--- src/rtl/gen_wr_arbiter.sv ---
// gen_wr_arbiter: round-robin burst arbiter that shares one FIFO write port between two word generators.
// Optional build macro ARB_STATS_EN adds per-requester accepted-word counters (req_cnt0/req_cnt1).
module gen_wr_arbiter #(
  parameter int DW    = 8,
  parameter int BURST = 4,
  parameter int CW    = 16
) (
  input  logic          CLK,
  input  logic          RST,
  input  logic          wrreq0,
  input  logic [DW:1]   data0,
  output logic          full0,
  input  logic          wrreq1,
  input  logic [DW:1]   data1,
  output logic          full1,
  input  logic          fifo_full,
  output logic          fifo_wrreq,
  output logic [DW:1]   fifo_data,
  output logic [1:0]    gnt,
  output logic [CW-1:0] words_cnt,
  output logic [CW-1:0] req_cnt0,
  output logic [CW-1:0] req_cnt1
);

  typedef enum logic [1:0] {
    IDLE = 2'd0,
    GNT0 = 2'd1,
    GNT1 = 2'd2
  } state_t;

  localparam logic [7:0] BURST_LAST = 8'(BURST - 1);

  state_t        state_r;
  state_t        state_next_s;
  state_t        own_state_s;
  state_t        other_state_s;
  logic [1:0]    gnt_r;
  logic          last_r;
  logic          last_next_s;
  logic [7:0]    burst_cnt_r;
  logic [7:0]    burst_cnt_next_s;
  logic [CW-1:0] words_cnt_r;
  logic          is_gnt1_s;
  logic          own_req_s;
  logic          other_req_s;
  logic          full0_s;
  logic          full1_s;
  logic          acc0_s;
  logic          acc1_s;
  logic          fifo_wrreq_s;
  logic [DW:1]   fifo_data_s;

  function automatic logic [1:0] gnt_decode(input state_t s);
    case (s)
      GNT0:    gnt_decode = 2'b01;
      GNT1:    gnt_decode = 2'b10;
      default: gnt_decode = 2'b00;
    endcase
  endfunction

  // Granted/other requester views, so both grant states share one transition rule
  assign is_gnt1_s     = (state_r == GNT1);
  assign own_req_s     = is_gnt1_s ? wrreq1 : wrreq0;
  assign other_req_s   = is_gnt1_s ? wrreq0 : wrreq1;
  assign own_state_s   = is_gnt1_s ? GNT1 : GNT0;
  assign other_state_s = is_gnt1_s ? GNT0 : GNT1;

  // State register; gnt is registered from the next state so it always matches state_r
  always_ff @(posedge CLK) begin
    if (RST) begin
      state_r     <= IDLE;
      gnt_r       <= 2'b00;
      last_r      <= 1'b1;
      burst_cnt_r <= 8'd0;
    end else begin
      state_r     <= state_next_s;
      gnt_r       <= gnt_decode(state_next_s);
      last_r      <= last_next_s;
      burst_cnt_r <= burst_cnt_next_s;
    end
  end

  // Next-state logic: round-robin from IDLE, burst counting and release while granted
  always_comb begin
    state_next_s     = state_r;
    last_next_s      = last_r;
    burst_cnt_next_s = burst_cnt_r;
    case (state_r)
      IDLE: begin
        if (wrreq0 && wrreq1) begin
          state_next_s = last_r ? GNT0 : GNT1;
        end else if (wrreq0) begin
          state_next_s = GNT0;
        end else if (wrreq1) begin
          state_next_s = GNT1;
        end else begin
          state_next_s = IDLE;
        end
      end
      GNT0, GNT1: begin
        if (!own_req_s) begin
          burst_cnt_next_s = 8'd0;
          last_next_s      = is_gnt1_s;
          state_next_s     = other_req_s ? other_state_s : IDLE;
        end else if (fifo_full) begin
          // Stalled: no switching, burst position frozen
          burst_cnt_next_s = burst_cnt_r;
          state_next_s     = state_r;
        end else if (burst_cnt_r == BURST_LAST) begin
          burst_cnt_next_s = 8'd0;
          last_next_s      = is_gnt1_s;
          state_next_s     = other_req_s ? other_state_s : own_state_s;
        end else begin
          burst_cnt_next_s = burst_cnt_r + 8'd1;
          state_next_s     = state_r;
        end
      end
      default: begin
        state_next_s     = IDLE;
        burst_cnt_next_s = 8'd0;
      end
    endcase
  end

  // Output logic: zero-latency forwarding of the granted requester to the FIFO
  always_comb begin
    full0_s      = fifo_full | ~gnt_r[0];
    full1_s      = fifo_full | ~gnt_r[1];
    acc0_s       = wrreq0 & ~full0_s;
    acc1_s       = wrreq1 & ~full1_s;
    fifo_wrreq_s = 1'b0;
    fifo_data_s  = {DW{1'b0}};
    case (gnt_r)
      2'b01: begin
        fifo_wrreq_s = wrreq0 & ~fifo_full;
        fifo_data_s  = data0;
      end
      2'b10: begin
        fifo_wrreq_s = wrreq1 & ~fifo_full;
        fifo_data_s  = data1;
      end
      default: begin
        fifo_wrreq_s = 1'b0;
        fifo_data_s  = {DW{1'b0}};
      end
    endcase
  end

  // Total accepted-word counter, wraps modulo 2^CW
  always_ff @(posedge CLK) begin
    if (RST) begin
      words_cnt_r <= {CW{1'b0}};
    end else if (acc0_s || acc1_s) begin
      words_cnt_r <= words_cnt_r + CW'(1'b1);
    end else begin
      words_cnt_r <= words_cnt_r;
    end
  end

`ifdef ARB_STATS_EN
  logic [CW-1:0] req_cnt0_r;
  logic [CW-1:0] req_cnt1_r;

  // Per-requester accepted-word counters
  always_ff @(posedge CLK) begin
    if (RST) begin
      req_cnt0_r <= {CW{1'b0}};
      req_cnt1_r <= {CW{1'b0}};
    end else begin
      req_cnt0_r <= acc0_s ? (req_cnt0_r + CW'(1'b1)) : req_cnt0_r;
      req_cnt1_r <= acc1_s ? (req_cnt1_r + CW'(1'b1)) : req_cnt1_r;
    end
  end

  assign req_cnt0 = req_cnt0_r;
  assign req_cnt1 = req_cnt1_r;
`else
  assign req_cnt0 = {CW{1'b0}};
  assign req_cnt1 = {CW{1'b0}};
`endif

  assign full0      = full0_s;
  assign full1      = full1_s;
  assign fifo_wrreq = fifo_wrreq_s;
  assign fifo_data  = fifo_data_s;
  assign gnt        = gnt_r;
  assign words_cnt  = words_cnt_r;

endmodule

--- config.mk ---
export PLATFORM = sky130hd
export DESIGN_NAME = gen_wr_arbiter
export DESIGN_NICKNAME = d
export VERILOG_FILES = /design/src/rtl/gen_wr_arbiter.sv
export SDC_FILE = /design/constraint.sdc
export NUM_CORES = 1
export LEC_CHECK = 0
export BUFFER_PORTS_ARGS = -buffer_cell sky130_fd_sc_hd__buf_2
export CORE_UTILIZATION = 39
export CTS_CLUSTER_DIAMETER = 40
export DETAILED_ROUTE_END_ITERATION = 16
export GPL_TIMING_DRIVEN = 0
export HOLD_SLACK_MARGIN = 0.08
export PLACE_DENSITY = 0.75
export SKIP_LAST_GASP = 1
export SYNTH_ARGS = -nofsm -noshare
export SYNTH_HDL_FRONTEND = slang
export SYNTH_SLANG_ARGS = --single-unit
export TNS_END_PERCENT = 20
--- constraint.sdc ---
create_clock -name CLK -period 5.9 [get_ports CLK]
set_clock_uncertainty 0.15 [all_clocks]
set_input_delay 0.59 -clock CLK [delete_from_list [all_inputs] [get_ports CLK]]
set_output_delay 0.59 -clock CLK [all_outputs]
set_load 0.01 [all_outputs]
==> flow_metrics.env, run 1 <==
export IMPL_synth_seq_area_share=0.3003
export IMPL_powerDensity_mw_per_mm2=214.7
export IMPL_pin_count=82
export IMPL_worst_setup_path_start_kind="flop"
export IMPL_place_hpwl_mm=3.137
export IMPL_final_net_count=352
export IMPL_n_antenna_cell=0
export IMPL_cts_root_buf="clkbuf_8"
export IMPL_die_h_um=72.41
export IMPL_dp_cells=384
export IMPL_wirelength_mm=4.098
export IMPL_cts_path_max_buffers=2
export IMPL_dpl_cell_area_mm2=0.002374
export IMPL_drt_first_iter_violations=82
export IMPL_stdcell_count=392
export IMPL_postCtsSetupRepairBufs=0
export IMPL_port_buffers=48
export IMPL_ys_flop_type="dfxtp_1"
export IMPL_setup_viol=0
export IMPL_switching_power_mw=0.1459
export IMPL_syn_inst=238
export IMPL_async_flop_share=0
export IMPL_grt_pass1_vias=1611
export IMPL_grt_first_pass_wirelength_mm=6.713
export IMPL_vias=1791
export IMPL_cts_sinks=29
export IMPL_holdBufCountCts=0
export IMPL_clkPwrFrac=0.391
export IMPL_arrival_ps=1600
export IMPL_grt_max_degree=11
export IMPL_ant_nets=0
export IMPL_ys_warn_count=0
export IMPL_synth_distinct_cells=42
export IMPL_area_growth_pct=28.80
export IMPL_wl_per_cell_um=10.45
export IMPL_worstPathBufferInverterCount=2
export IMPL_max_cap_violations=0
export IMPL_drive_gt1_frac=0.3046
export IMPL_syn_avg_cell_area_um2=8.122
export IMPL_hold_class="flop to flop"
export IMPL_clock_latency_ps=270
export IMPL_p_total_mw=0.5347
export IMPL_antenna_found_initial=0
export IMPL_finalHoldViolCount=0
export IMPL_power_leakage_nw=1.151
export IMPL_yosysMostFrequentCell="nor2_1"
export IMPL_cp_slowest_stage_delay_ps=390
export IMPL_avgViaCountPerCell=4.569
export IMPL_crit_fanout=9
export IMPL_syn_area_mm2=0.001933
export IMPL_synth_edff_count=0
export IMPL_cp_required_ps=5160
export IMPL_synth_top_area_cell="dfxtp_1"
export IMPL_clk_pin_slew_worst_paths_ps=60
export IMPL_start_util=0.4066
export IMPL_rows=25
export IMPL_finalCritPeriodShare=0.3965
export IMPL_max_freq_ghz=0.4274
export IMPL_rrSetupSlack_ps=3630
export IMPL_numCtsBuffers=5
export IMPL_status="finished clean"
export IMPL_design_area_mm2=0.002490
export IMPL_p_seq_frac=0.389
export IMPL_max_vdd_ir_drop_uv=117.1
export IMPL_synth_seq_cells=29
export IMPL_endpoint_kind="primary output"
export IMPL_core_area_mm2=0.004755
export IMPL_synth_area_leaders="dfxtp_1, buf_4, nor2_1"
export IMPL_worst_pin_slew_ps=544.2
export IMPL_die_x_um=72.41
export IMPL_crit_path_top_delay_cell="dfxtp_1"
export IMPL_place_gp_congestion=0.9605
export IMPL_path_cells="ha_1, clkbuf_1, mux2i_1, nor3_1, buf_2"
export IMPL_finalSetupTns_ps=0
export IMPL_worstSetupPathType="flop to primary output"
export IMPL_cts_resized=0
export IMPL_p_int_mw=0.3888
export IMPL_slew_headroom=0.6355
export IMPL_fillCellCount=477
export IMPL_grt_ovfl_total=0
export IMPL_grt_usage=0.1606
export IMPL_die_area_mm2=0.005242
export IMPL_synth_top_area_frac=0.3003
export IMPL_p_comb_frac=0.220
export IMPL_synth_commonest_cells="nor2_1, buf_4, dfxtp_1, nand2_1"
export IMPL_swShare=0.2728
export IMPL_drcViolationCount=0
export IMPL_drv_slew=0
export IMPL_rsz0062_at_grt="no"
export IMPL_cts_tree="yes"
export IMPL_post_route_min_period_ps=2340
export IMPL_firstDrtPassIters=4
export IMPL_critical_path_top_delay_family="buffers and inverters"
export IMPL_cts_max_level=2
export IMPL_holdWs_ps=348.2
[metal layers]
metal	vias to the layer above	track usage	share of wire
met5	-	0	0
met1	794	0.1817	0.44
met2	67	0.2991	0.48
met3	6	0.03472	0.065
li1	924	-	-
met4	0	0.04793	0.010
[stage by stage]
stage,worst slack [ps],util
6_report,3560,0.5237
5_1_grt,3406,0.5237
4_1_cts,3544,0.5237
3_5_place_dp,3671,0.4992
3_3_place_gp,3687,0.4992
2_1_floorplan,3908,-
[cell usage in the layout (no fill, tap or decap), types with 3 or more instances in the layout]
| master | n |
|---|---|
| and3_1 | 3 |
| clkbuf_1 | 7 |
| conb_1 | 32 |
| nand2b_1 | 4 |
| clkbuf_8 | 6 |
| xor2_1 | 10 |
| nor3_1 | 6 |
| dfxtp_1 | 29 |
| buf_2 | 49 |
| nand2_1 | 14 |
| o21ai_0 | 8 |
| nand3_1 | 8 |
| xnor2_1 | 11 |
| buf_4 | 32 |
| ha_1 | 7 |
| inv_1 | 11 |
| nand4_1 | 5 |
| a22oi_1 | 9 |
| a21oi_1 | 7 |
| nor2_1 | 35 |
[area by class of cell]
class | instances | area [um2] | area share
inverter | 11 | 41.29 | 0.01658
tap | 67 | 83.83 | 0.03367
clock inverter | 1 | 30.03 | 0.01206
timing repair buffer | 48 | 240.2 | 0.09648
multi-input combinational | 187 | 1141 | 0.4583
clock buffer | 7 | 86.33 | 0.03467
buffer | 42 | 286.5 | 0.1151
sequential | 29 | 580.6 | 0.2332
[flip-flops by register name, summed over array words and instances, names as in the netlist]
name         cells
words_cnt       16
burst_cnt_r      8
gnt              2
state_r          2
last_r           1
[worst reg2reg max path, cell delays in order, from the launching register on]
cell and delay, ps:
dfxtp_1 330, inv_1 130, ha_1 280, mux2_2 400, a311oi_1 470, nand4_1 170
xor2_1 160, nor2_1 60
[kinds of logic (layout without fill, tap and decap cells)]
logic type                 after synthesis  after routing  share of synthesized area
adders and majority gates                7              7                    0.04531
muxes                                    5              5                    0.02977
xor gates and xnor gates                21             21                    0.09514
buffers and inverters                   53            109                     0.1696
other                                    1             32                   0.001940
AOI/OAI and AO/OA                       35             35                     0.1275
DFF                                     29             29                     0.3003
and+or+nand+nor                         87             87                     0.2304
[power by group through the flow]
stage                     sequential, mW  clock (mW)  combinational [mW]
after floorplan                    0.212           0              0.0903
after global placement             0.212           0               0.114
after detailed placement           0.212           0               0.116
after CTS                          0.208       0.214               0.117
after global routing               0.209       0.223               0.132
final                              0.208       0.209               0.118
[path summary, 6_finish.rpt]
kind	start	endpoint	cells after the start
max	gnt[1]	fifo_wrreq	5
min	words_cnt[15]	words_cnt[15]	2
max reg2reg	state_r[0]	burst_cnt_r[5]	7
min reg2reg	words_cnt[15]	words_cnt[15]	2
Power figures use the tool's default switching activity.
==> run 2: changes to the inputs <==
ABC_AREA = 1   (was default)
PLACE_DENSITY = 0.78   (was 0.75)
clock period = 2 ns   (was 5.9 ns; I/O delays follow)
==> run 2 against run 1 <==
Effect of this change:
- wire length is 0.78% higher
- sequential power increased to 2.9 times the previous value
- cell count is 13% higher
- hold slack worse by 260 ps
- via count rose by 8.3%
- setup slack lost 3400 ps
- first-iteration DRC count fell by 20%
- clock-buffer cell count did not move
- sequential share of layout area decreased by 0.49 points
- clock power grew to 3.0 times the previous value
- register-to-register slack got worse by 3400 ps
- critical path type unchanged
- critical endpoint unchanged
- largest cell class unchanged
==> flow_metrics.env, run 2 <==
export IMPL_ys_flop_type="dfxtp_1"
export IMPL_grt_first_pass_wirelength_mm=6.734
export IMPL_core_area_mm2=0.004817
export IMPL_grt_usage=0.1612
export IMPL_swShare=0.2806
export IMPL_cts_sinks=29
export IMPL_crit_fanout=9
export IMPL_die_area_mm2=0.005384
export IMPL_worst_setup_path_start_kind="flop"
export IMPL_hold_depth=2
export IMPL_pin_count=82
export IMPL_synth_commonest_cells="nand2_1, nor2_1, buf_4, dfxtp_1, inv_1"
export IMPL_grt_ovfl_total=0
export IMPL_r2r_end="burst_cnt_r[2]"
export IMPL_fillCellCount=492
export IMPL_syn_area_mm2=0.001987
export IMPL_port_buffers=48
export IMPL_p_int_mw=1.147
export IMPL_switching_power_mw=0.4475
export IMPL_ys_warn_count=0
export IMPL_die_x_um=73.38
export IMPL_worstSetupPathType="flop to primary output"
export IMPL_cp_required_ps=1650
export IMPL_hold_class="primary input to flop"
export IMPL_yosysMostFrequentCell="nand2_1"
export IMPL_hp_start="RST"
export IMPL_synth_distinct_cells=34
export IMPL_async_flop_share=0
export IMPL_critical_path_top_delay_family="flip-flops"
export IMPL_endpoint_kind="primary output"
export IMPL_powerDensity_mw_per_mm2=625.6
export IMPL_arrival_ps=1540
export IMPL_cts_root_buf="clkbuf_8"
export IMPL_wl_per_cell_um=9.323
export IMPL_p_comb_frac=0.225
export IMPL_status="finished clean"
export IMPL_max_freq_ghz=0.5296
export IMPL_path_cells="ha_2, a2111oi_2, buf_2"
export IMPL_dp_cells=437
export IMPL_grt_max_degree=11
export IMPL_largest_reg_flops=16
export IMPL_drcViolationCount=0
export IMPL_synth_top_area_frac=0.2922
export IMPL_rr_worst_depth=10
export IMPL_area_growth_pct=28.27
export IMPL_cp_slowest_stage_delay_ps=390
export IMPL_final_cell_mix="nand2_1, buf_2, nor2_1, buf_4, conb_1"
export IMPL_synth_area_leaders="dfxtp_1, buf_4, nand2_1"
export IMPL_utilization=0.5291
export IMPL_grt_pass1_vias=1593
export IMPL_finalHoldViolCount=0
export IMPL_ant_nets=0
export IMPL_cts_resized=2
export IMPL_max_vdd_ir_drop_uv=546.1
export IMPL_synth_edff_count=0
export IMPL_place_hpwl_mm=3.174
export IMPL_p_seq_frac=0.384
export IMPL_place_gp_congestion=0.8278
export IMPL_crit_path_top_delay_cell="dfxtp_1"
export IMPL_startpoint="gnt[1]"
export IMPL_syn_avg_cell_area_um2=6.828
export IMPL_cts_path_max_buffers=2
export IMPL_cts_tree="yes"
export IMPL_start_util=0.4125
export IMPL_synth_seq_area_share=0.2922
export IMPL_worstPathBufferInverterCount=1
export IMPL_numCtsBuffers=5
export IMPL_avgViaCountPerCell=4.379
export IMPL_postCtsSetupRepairBufs=0
export IMPL_synth_top_area_cell="dfxtp_1"
export IMPL_clock_latency_ps=280
export IMPL_drv_slew=0
export IMPL_rows=25
export IMPL_stdcell_count=443
export IMPL_antenna_found_initial=0
export IMPL_final_net_count=403
export IMPL_n_antenna_cell=0
export IMPL_firstDrtPassIters=4
export IMPL_rsz0062_at_grt="yes"
export IMPL_rrSetupSlack_ps=210
export IMPL_cts_max_level=2
export IMPL_holdBufCountCts=0
export IMPL_syn_inst=291
export IMPL_drt_first_iter_violations=66
export IMPL_vias=1940
export IMPL_synth_seq_cells=29
export IMPL_power_leakage_nw=1.293
export IMPL_clk_pin_slew_worst_paths_ps=70
export IMPL_clkPwrFrac=0.391
export IMPL_setup_viol=0
export IMPL_drive_gt1_frac=0.3112
export IMPL_post_route_min_period_ps=1888
export IMPL_die_h_um=73.38
export IMPL_worstHoldEndpoint="words_cnt[15]"
export IMPL_finalCritPeriodShare=0.9442
export IMPL_wirelength_mm=4.130
export IMPL_final_common_cell="nand2_1"
export IMPL_max_cap_violations=0
export IMPL_r2r_start="state_r[0]"
==> run 2: worst max-delay path by stage <==
stage / cells past startpoint / slack, ps / to
finish: 3 / 110 / fifo_wrreq
global route: 4 / -7 / fifo_wrreq
CTS: 4 / 50 / fifo_wrreq
detailed placement: 5 / 160 / fifo_wrreq
global placement: 5 / 170 / fifo_wrreq
floorplan: 4 / 40 / fifo_wrreq
==> run 2: layout make-up <==
| class | count | area (um2) | area share |
|---|---|---|---|
| Clock inverter | 1 | 30.03 | 0.01178 |
| Multi-Input combinational cell | 222 | 1141 | 0.4477 |
| Sequential cell | 29 | 581.8 | 0.2283 |
| Timing Repair Buffer | 48 | 240.2 | 0.09426 |
| Buffer | 35 | 254.0 | 0.09966 |
| Inverter | 34 | 131.4 | 0.05155 |
| Tap cell | 67 | 83.83 | 0.03289 |
| Clock buffer | 7 | 86.33 | 0.03387 |
==> run 2: cell families after synthesis <==
family	count (synthesis)	synth area share
adder cells (fa/ha/maj)	7	0.04408
AND/OR/NAND/NOR	133	0.3180
XOR/XNOR	1	0.004409
buffers and inverters	71	0.1977
flip-flops	29	0.2922
other	1	0.001887
AO/OA/AOI/OAI	49	0.1417
==> run 2: worst reg2reg max path: stages, from the launching register on <==
cell and delay (ps):
dfxtp_1 360, inv_1 70, ha_1 280, o21a_4 270, nor2_4 90, nand2_2 70
nand2_4 120, inv_4 60, nand2_4 60, nand2_2 50, nor3b_2 140
==> run 2: metal layers <==
layer / wire length [um] / GRT usage
met4: 65 / 0.06838
met1: 1799 / 0.1851
met2: 2000 / 0.2881
met3: 265 / 0.03429
met5: 0 / 0
==> run 2: stage by stage <==
stage               power (mW)  worst slack, ps  area [um2]  TNS (ps)  hold WS [ps]
finish                   1.595            111.6        2549         0         87.89
global route             1.671           -6.766        2549    -9.900         115.9
floorplan               0.8932            40.73        2103         0         282.6
global placement        0.9683            165.1        2427         0         319.1
detailed placement      0.9724            156.2        2427         0         326.4
CTS                      1.610            51.06        2545         0         93.43
==> run 2: power groups by stage <==
stage	combinational, mW	clock (mW)	sequential [mW]
floorplan	0.268	0	0.625
global placement	0.344	0	0.624
detailed placement	0.348	0	0.625
CTS	0.355	0.643	0.612
global route	0.399	0.656	0.615
finish	0.358	0.624	0.613
==> run 3: changes to the inputs <==
--- a/config.mk
+++ b/config.mk
@@ -13,4 +13,5 @@
 export GPL_TIMING_DRIVEN = 0
 export HOLD_SLACK_MARGIN = 0.08
+export MAX_ROUTING_LAYER = met4
 export PLACE_DENSITY = 0.78
 export SKIP_LAST_GASP = 1
==> constraint.sdc (replaced) <==
create_clock -name CLK -period 2 [get_ports CLK]
set_clock_uncertainty 0.15 [all_clocks]
set_input_delay 0.5 -clock CLK [delete_from_list [all_inputs] [get_ports CLK]]
set_output_delay 0.5 -clock CLK [all_outputs]
set_load 0.01 [all_outputs]
==> run 3 against run 2 <==
Effect of this change:
- cell count up 1.1%
- critical path depth grew 1
- maximum frequency fell by 5.2%
- sequential share of layout area is 0.64 points lower
- largest power group unchanged
- critical endpoint unchanged
==> flow_metrics.env, run 3 (synthesis gave the netlist of run 2 again) <==
export IMPL_status="finished clean"
export IMPL_area_growth_pct=32.81
export IMPL_stdcell_count=448
export IMPL_finalCritPeriodShare=0.9961
export IMPL_powerDensity_mw_per_mm2=621.8
export IMPL_grt_max_degree=11
export IMPL_startpoint="gnt[0]"
export IMPL_arrival_ps=1340
export IMPL_drive_gt1_frac=0.3386
export IMPL_firstDrtPassIters=4
export IMPL_die_area_mm2=0.005384
export IMPL_clock_latency_ps=280
export IMPL_wirelength_mm=4.148
export IMPL_rr_worst_depth=10
export IMPL_cts_tree="yes"
export IMPL_worstPathBufferInverterCount=2
export IMPL_power_leakage_nw=1.329
export IMPL_numCtsBuffers=5
export IMPL_endpoint_kind="primary output"
export IMPL_crit_path_top_delay_cell="dfxtp_2"
export IMPL_grt_usage=0.1684
export IMPL_port_buffers=48
export IMPL_final_net_count=408
export IMPL_largest_reg_flops=16
export IMPL_utilization=0.5478
export IMPL_vias=1950
export IMPL_r2r_start="state_r[0]"
export IMPL_wl_per_cell_um=9.259
export IMPL_dpl_cell_area_mm2=0.002446
export IMPL_finalHoldViolCount=0
export IMPL_grt_first_pass_wirelength_mm=6.906
export IMPL_n_antenna_cell=0
export IMPL_pin_count=82
export IMPL_holdBufCountCts=0
export IMPL_hold_class="flop to flop"
export IMPL_path_cells="inv_2, ha_4, a2111oi_4, buf_2"
export IMPL_core_area_mm2=0.004817
export IMPL_cp_slowest_stage_delay_ps=350
export IMPL_hold_depth=2
export IMPL_post_route_min_period_ps=1992
export IMPL_drcViolationCount=0
export IMPL_avgViaCountPerCell=4.353
export IMPL_max_cap_violations=0
export IMPL_cp_required_ps=1350
export IMPL_cts_sinks=29
export IMPL_place_hpwl_mm=3.145
export IMPL_setup_viol=0
export IMPL_cts_max_level=2
export IMPL_finalSetupTns_ps=0
export IMPL_ant_nets=0
export IMPL_cts_root_buf="clkbuf_8"
export IMPL_rows=25
export IMPL_critical_path_top_delay_family="flip-flops"
export IMPL_crit_fanout=5
export IMPL_grt_pass1_vias=1630
export IMPL_start_util=0.4125
export IMPL_place_gp_congestion=0.8100
export IMPL_cts_path_max_buffers=2
export IMPL_worstSetupPathType="flop to primary output"
export IMPL_drv_slew=0
export IMPL_dp_cells=437
export IMPL_die_h_um=73.38
export IMPL_grt_ovfl_total=0
export IMPL_worst_setup_path_start_kind="flop"
export IMPL_hp_start="words_cnt[4]"
export IMPL_cp_depth=4
export IMPL_clk_pin_slew_worst_paths_ps=60
export IMPL_design_area_mm2=0.002639
export IMPL_final_common_cell="nand2_1"
export IMPL_final_cell_mix="nand2_1, buf_2, buf_4, nor2_1, conb_1"
export IMPL_max_vdd_ir_drop_uv=608.7
export IMPL_antenna_found_initial=0
export IMPL_max_freq_ghz=0.5019
export IMPL_die_x_um=73.38
export IMPL_drt_first_iter_violations=64
export IMPL_rsz0062_at_grt="yes"
-- run 3: cell count changes in the layout (fill, tap and decap cells not counted), sizes merged --
cell / delta
buf: +6
clkbuf: -1
-- run 3: where the power goes --
group / leakage (nW) / total [mW] / switching (mW) / internal [mW]
registers: 0.236 / 0.615 / 0.0187 / 0.596
clock network: 0.0585 / 0.619 / 0.214 / 0.405
logic: 1.03 / 0.407 / 0.229 / 0.177
total: 1.33 / 1.64 / 0.462 / 1.18
-- run 3: layout make-up --
class / instances / area [um2]
multi-input cells: 222 / 1182
inverters: 34 / 131.4
clock buffers: 7 / 86.33
plain buffers: 34 / 250.2
fillers: 484 / 2178
flip-flops and latches: 29 / 585.6
repair buffers: 54 / 289.0
well taps: 67 / 83.83
clock inverters: 1 / 30.03
-- run 3: repair_timing --
item                       CTS  global route
cloned                       0             0
buffers inserted             2             4
gates resized for setup      5             8
setup endpoints to repair    9            11
pin swaps                    1             2
-- run 3: final timing paths --
kind | slack (ps) | endpoint
max | 8 | fifo_wrreq
min | 330 | words_cnt[4]
max reg2reg | 170 | burst_cnt_r[2]
min reg2reg | 330 | words_cnt[4]
-- run 3: per-stage QoR --
stage / setup slack, ps / power [mW] / hold slack, ps
6_report: 7.710 / 1.641 / 329.1
5_1_grt: -61.03 / 1.733 / 370.6
4_1_cts: -58.03 / 1.637 / 333.8
3_5_place_dp: -117.7 / 0.9839 / 322.8
3_3_place_gp: -102.2 / 0.9774 / 318.2
2_1_floorplan: 25.66 / 0.9019 / 299.3
-- run 3: worst min-delay path, stage by stage (launching register included) --
cell     delay, ps
dfxtp_1        330
inv_1           50
a21oi_1         50
-- run 3: layer usage --
metal,track usage,up-vias,part of all wire
met5,-,-,0
met4,0.07265,0,0.015
met3,0.03429,6,0.047
met2,0.2840,55,0.49
met1,0.1937,848,0.45
li1,-,1041,-
